$ cat config.mk
export PLATFORM = sky130hd
export DESIGN_NAME = boid_frame_writer
export DESIGN_NICKNAME = d
export VERILOG_FILES = /design/src/rtl/boid_frame_writer.sv
export SDC_FILE = /design/constraint.sdc
export NUM_CORES = 1
export LEC_CHECK = 0
export ABC_CLOCK_PERIOD_IN_PS = 3700
export BUFFER_PORTS_ARGS = -buffer_cell sky130_fd_sc_hd__buf_2
export CAP_MARGIN = 20
export CORE_ASPECT_RATIO = 0.6
export CORE_MARGIN = 1
export CORE_UTILIZATION = 42
export DETAILED_ROUTE_END_ITERATION = 8
export HOLD_SLACK_MARGIN = 0.12
export PLACE_DENSITY = 0.74
export SYNTH_ARGS = -nofsm -noshare
export SYNTH_HDL_FRONTEND = slang
export SYNTH_SLANG_ARGS = --single-unit
$ cat constraint.sdc
create_clock -name clock -period 3.7 [get_ports clock]
set_input_delay 0.555 -clock clock [delete_from_list [all_inputs] [get_ports clock]]
set_output_delay 0.555 -clock clock [all_outputs]
set_load 0.05 [all_outputs]
$ cat src/rtl/boid_frame_writer.sv
// Frame-synchronous boid rasteriser: swaps display buffers on frame_end, clears the
// new back buffer and emits one registered write per sprite pixel of every active boid.
module boid_frame_writer #(
    parameter int MAX_BOIDS  = 16,
    parameter int BOID_BITS  = $clog2(MAX_BOIDS),
    parameter int SCREEN_W   = 640,
    parameter int SCREEN_H   = 480,
    parameter int ADDR_WIDTH = 19,
    parameter int SPRITE     = 1
) (
    input  logic                  clock,
    input  logic                  reset,
    input  logic                  frame_end,
    input  logic [BOID_BITS:0]    boid_count,
    output logic [BOID_BITS-1:0]  boid_sel,
    input  logic [9:0]            boid_x,
    input  logic [8:0]            boid_y,
    output logic                  disp_buf,
    output logic                  clear_req,
    output logic                  wr_en,
    output logic [ADDR_WIDTH-1:0] wr_addr,
    output logic                  busy,
    output logic                  overrun
);

    localparam logic [1:0] StIdle  = 2'd0;
    localparam logic [1:0] StClear = 2'd1;
    localparam logic [1:0] StWrite = 2'd2;
    localparam logic [1:0] StDone  = 2'd3;

    localparam logic [1:0]            SprLast  = 2'(SPRITE - 1);
    localparam logic [BOID_BITS:0]    MaxCount = (BOID_BITS + 1)'(MAX_BOIDS);
    localparam logic [10:0]           ScreenWX = 11'(SCREEN_W);
    localparam logic [9:0]            ScreenHY = 10'(SCREEN_H);
    localparam logic [ADDR_WIDTH-1:0] ScreenWA = ADDR_WIDTH'(SCREEN_W);

    logic [1:0]            state_q, state_d;
    logic [BOID_BITS-1:0]  b_q, b_d;
    logic [1:0]            dx_q, dx_d;
    logic [1:0]            dy_q, dy_d;
    logic [BOID_BITS:0]    count_q, count_d;
    logic                  disp_q, disp_d;
    logic                  overrun_q, overrun_d;
    logic                  wr_en_q, wr_en_d;
    logic [ADDR_WIDTH-1:0] wr_addr_q, wr_addr_d;

    logic [BOID_BITS:0]    count_clamped;
    logic [10:0]           px;
    logic [9:0]            py;
    logic                  on_screen;
    logic                  last_boid;
    logic [ADDR_WIDTH-1:0] pix_addr;

    assign count_clamped = (boid_count > MaxCount) ? MaxCount : boid_count;
    assign px            = {1'b0, boid_x} + 11'(dx_q);
    assign py            = {1'b0, boid_y} + 10'(dy_q);
    assign on_screen     = (px < ScreenWX) && (py < ScreenHY);
    assign last_boid     = ({1'b0, b_q} == count_q - 1'b1);
    // Only meaningful when on_screen; off-screen addresses are never strobed.
    assign pix_addr      = ADDR_WIDTH'(py) * ScreenWA + ADDR_WIDTH'(px);

    always_comb begin
        state_d   = state_q;
        b_d       = b_q;
        dx_d      = dx_q;
        dy_d      = dy_q;
        count_d   = count_q;
        disp_d    = disp_q;
        overrun_d = overrun_q | (frame_end && (state_q != StIdle));
        wr_en_d   = 1'b0;
        wr_addr_d = wr_addr_q;

        unique case (state_q)
            StIdle: begin
                if (frame_end) begin
                    state_d = StClear;
                    disp_d  = ~disp_q;
                end
            end
            StClear: begin
                count_d = count_clamped;
                b_d     = '0;
                dx_d    = '0;
                dy_d    = '0;
                state_d = (count_clamped == '0) ? StDone : StWrite;
            end
            StWrite: begin
                wr_en_d   = on_screen;
                wr_addr_d = pix_addr;
                if (dx_q != SprLast) begin
                    dx_d = dx_q + 2'd1;
                end else begin
                    dx_d = '0;
                    if (dy_q != SprLast) begin
                        dy_d = dy_q + 2'd1;
                    end else begin
                        dy_d = '0;
                        if (last_boid) state_d = StDone;
                        else           b_d     = b_q + 1'b1;
                    end
                end
            end
            StDone: begin
                state_d = StIdle;
            end
            default: state_d = StIdle;
        endcase
    end

    always_ff @(posedge clock) begin
        if (reset) begin
            state_q   <= StIdle;
            b_q       <= '0;
            dx_q      <= '0;
            dy_q      <= '0;
            count_q   <= '0;
            disp_q    <= 1'b0;
            overrun_q <= 1'b0;
            wr_en_q   <= 1'b0;
            wr_addr_q <= '0;
        end else begin
            state_q   <= state_d;
            b_q       <= b_d;
            dx_q      <= dx_d;
            dy_q      <= dy_d;
            count_q   <= count_d;
            disp_q    <= disp_d;
            overrun_q <= overrun_d;
            wr_en_q   <= wr_en_d;
            wr_addr_q <= wr_addr_d;
        end
    end

    assign boid_sel  = b_q;
    assign disp_buf  = disp_q;
    assign clear_req = (state_q == StClear);
    assign busy      = (state_q != StIdle);
    assign wr_en     = wr_en_q;
    assign wr_addr   = wr_addr_q;
    assign overrun   = overrun_q;

endmodule

==> run summary <==
Outcome: complete, no violations
Detailed router's first-iteration violation count: 121
TritonCTS buffer count: 5
Clock input transition at the sequential cells of the worst setup and hold paths: 0.08 ns
Final Cell Area: 3580 µm²
Worst Setup Slack post-DPL: -0.197 ns
Share of the yosys chip area belonging to registers: 26.3%
Synthesized-area fraction occupied by and/or/nand/nor cells: 23.0%
Clk_lat worst skew: 0.29 ns
Dominant cell by count in the synthesized netlist: sky130_fd_sc_hd__nor2_1
Final standard cell count with taps included and fillers excluded: 500
Synthesis-stage register bit count: 37
Die extent in y: 65.5 µm
Die X-Extent: 108 µm
Share of post-route cells with drive strength above 1: 27.6%
Deepest level of the CTS H-tree: 2
Share of the synthesized area in the top cell type: 26.3%
Cell at the root of the clock tree: sky130_fd_sc_hd__clkbuf_8
Highest achievable clock rate: 279 MHz
Cell type with the largest total area after synthesis: sky130_fd_sc_hd__dfxtp_1
First-pass iteration count of the detailed router: 4
Actual transition at the worst max-transition pin: 0.731 ns
Placer Congestion: 0.818
Number of cells in the design after placement: 488
Power Dens Cells: 546 nW/µm²
Pleak: 1.55 nW
Via count of the first global-routing pass: 2467
IR drop worst, VDD: 0.000301 V
Largest family of logic cells by synthesized area: simple AND/OR/NAND/NOR gates
Number of diodes: 0
Tot GR Track Use: 21.2%
Period minus WS final: 3.59 ns
Sinks on Clock Net: 37
Ys async rst share: 0%
Worst setup EP type: register
Wire length reported by the detailed router: 7260 µm
Max Root-Sink Buffers: 2
Total power consumption of the routed design: 1.95 mW
Share of the core filled with cells: 56.8%
Yosys Warn Count: 0
Worst-case headroom to the max-slew limit: 51.3%
Maximum number of pins on one net before global-route repair: 38
Largest cells by area after synthesis: sky130_fd_sc_hd__dfxtp_1 26%, sky130_fd_sc_hd__ha_1 14%, sky130_fd_sc_hd__nor2_1 6.1%
Leftover overflow at the end of global routing: 0
Floorplan die area: 7060 µm²
Fin crit share: 97.0%
Portion of netlist area occupied by mux cells: 3.19%
Vias: 2665
Final Max Tran Viols: 0
Worst setup startpoint: boid_y[0]
Xor-xnor portion of the synthesized cell area: 10.7%
Area share of fa/ha/maj cells after synthesis: 16.6%
Vias per Instance: 5.33
Clock Skew: 0.00576 ns
Standard-cell row count: 22
Placed inst area: 3360 µm²
Placed wire-length estimate after detailed placement: 5550 µm
Floorplan Core Area: 6300 µm²
# setup viols final: 0
Routed Antenna Nets: 0
Total number of nets in the final design: 477
Layout area overhead: 26.9%
CP Max Fanout: 3
Critical path data required time: 3.89 ns
Routed len/inst: 14.5 µm
HP Start: overrun
Worst reg2reg startpoint: dy_q[0]
Starting utilization of the core area: 44.8%
Drt drc: 0
Number of antenna violations at the first check in global routing: 0
Share of the synthesized area in compound gates (AO/OA/AOI/OAI): 16.3%
Synth cell types: 56
CTS tree: done
Path type of the worst setup path: primary input to register
Total of buffers placed on input and output ports: 54
Max-capacitance violation count: 0
Dominant register cell in the synthesized netlist: sky130_fd_sc_hd__dfxtp_1
Global-route wire length before repair: 11600 µm
Number of placed I/O pins: 55
Synthesized instance count: 335
Number of endpoints with negative hold slack in the final report: 0
Synth Net Count: 397
Cell area after technology mapping: 2820 µm²
Commonest cells in the netlist: 46 x sky130_fd_sc_hd__nor2_1, 37 x sky130_fd_sc_hd__dfxtp_1, 31 x sky130_fd_sc_hd__ha_1, 19 x sky130_fd_sc_hd__a21oi_1, 19 x sky130_fd_sc_hd__inv_1
Critical Path Start Type: primary input
Synthesized area per cell: 8.42 µm²
Number of enable-type register cells in the synthesized netlist: 0
Setup ws final: 0.111 ns
Endpoint arrival time on the critical path: 3.78 ns
Hold Path Class: register to register
[per-stage QoR]
stage / setup TNS [ns] / hold slack [ns]
2_1_floorplan: 0 / 0.462
3_3_place_gp: -0.113 / 0.448
3_5_place_dp: -0.338 / 0.454
4_1_cts: 0 / 0.474
5_1_grt: -0.107 / 0.513
6_report: 0 / 0.467
[worst max-delay path, stage by stage]
cell,delay (ns)
sky130_fd_sc_hd__buf_2,0.12
sky130_fd_sc_hd__ha_4,0.16
sky130_fd_sc_hd__fa_2,0.37
sky130_fd_sc_hd__buf_6,0.14
sky130_fd_sc_hd__xor2_4,0.19
sky130_fd_sc_hd__ha_4,0.18
sky130_fd_sc_hd__ha_4,0.16
sky130_fd_sc_hd__fa_2,0.39
sky130_fd_sc_hd__buf_4,0.15
sky130_fd_sc_hd__xor2_2,0.16
sky130_fd_sc_hd__o211ai_1,0.17
sky130_fd_sc_hd__nor4_4,0.36
sky130_fd_sc_hd__nand3_2,0.12
sky130_fd_sc_hd__o311a_1,0.35
sky130_fd_sc_hd__a2111oi_4,0.20
[routing by layer]
metal	routed length [µm]	up-vias	track usage, %
met5	0	-	0
met4	50	0	3.94
met3	429	6	4.07
met2	3130	73	30.6
met1	3660	1246	32.4
li1	-	1340	-
[registers in the layout, summed over array words and instances (netlist names)]
| register | count |
|---|---|
| wr_addr | 19 |
| wr_en | 1 |
| dy_q | 2 |
| state_q | 2 |
| count_q | 5 |
| overrun | 1 |
| boid_sel | 4 |
| disp_buf | 1 |
| dx_q | 2 |
[cells in the final DEF, fill, tap and decap left out, types with 2 or more instances in the layout]
cell	synthesis	routed
sky130_fd_sc_hd__inv_1	19	19
sky130_fd_sc_hd__or3_1	2	2
sky130_fd_sc_hd__clkinv_2	0	2
sky130_fd_sc_hd__ha_4	0	4
sky130_fd_sc_hd__o22ai_1	3	3
sky130_fd_sc_hd__nand2b_1	7	7
sky130_fd_sc_hd__ha_1	31	27
sky130_fd_sc_hd__nand2_1	16	16
sky130_fd_sc_hd__mux2i_1	9	9
sky130_fd_sc_hd__nor4_1	2	2
sky130_fd_sc_hd__or2_2	2	2
sky130_fd_sc_hd__nor3b_1	3	3
sky130_fd_sc_hd__nor2b_1	11	11
sky130_fd_sc_hd__a211oi_1	8	8
sky130_fd_sc_hd__nand3_1	14	14
sky130_fd_sc_hd__a22oi_1	2	2
sky130_fd_sc_hd__a21o_1	3	3
sky130_fd_sc_hd__nand4_1	2	2
sky130_fd_sc_hd__a311oi_1	3	3
sky130_fd_sc_hd__nor3_1	10	9
sky130_fd_sc_hd__buf_4	0	29
sky130_fd_sc_hd__clkbuf_8	0	5
sky130_fd_sc_hd__o211ai_1	2	2
sky130_fd_sc_hd__o21ai_0	7	6
sky130_fd_sc_hd__fa_2	0	2
sky130_fd_sc_hd__buf_2	0	54
sky130_fd_sc_hd__a21oi_1	19	19
sky130_fd_sc_hd__dfxtp_1	37	35
sky130_fd_sc_hd__fa_1	4	2
sky130_fd_sc_hd__o21bai_1	2	2
sky130_fd_sc_hd__nor2_1	46	46
sky130_fd_sc_hd__xnor2_1	14	14
sky130_fd_sc_hd__nand3b_1	2	2
sky130_fd_sc_hd__xor2_1	16	15
sky130_fd_sc_hd__o21a_1	3	3
[cells by family after synthesis]
logic type / count (synthesis)
buffers and inverters: 30
DFF: 37
AOI/OAI and AO/OA: 66
adders and majority gates: 35
muxes: 9
xor gates and xnor gates: 32
and+or+nand+nor: 126
[area by class of cell]
| cell class | instances | area [µm²] |
|---|---|---|
| clock buffers | 5 | 68.8 |
| flip-flops and latches | 37 | 746 |
| well taps | 84 | 105 |
| repair buffers | 84 | 499 |
| multi-input cells | 268 | 2070 |
| fillers | 582 | 2720 |
| inverters | 19 | 71.3 |
| clock inverters | 3 | 17.5 |
[path summary, 6_finish.rpt]
| path | end | slack (ns) | depth (start not counted) |
|---|---|---|---|
| hold / removal | overrun | 0.47 | 2 |
| hold reg to reg | overrun | 0.47 | 2 |
| setup reg to reg | wr_addr[18] | 0.13 | 14 |
| setup / recovery | wr_addr[18] | 0.11 | 15 |
[timing repair]
item | 4_1_cts | 5_1_grt
hold buffers | 0 | 0
setup buffers | 0 | 4
resized for setup | 0 | 18
setup endpoints to repair | 0 | 2
[report_power, final]
part	internal, mW	total (mW)	switching, mW
logic	0.368	1.11	0.741
clock network	0.130	0.286	0.156
registers	0.496	0.559	0.0631
Power figures use the tool's default switching activity.
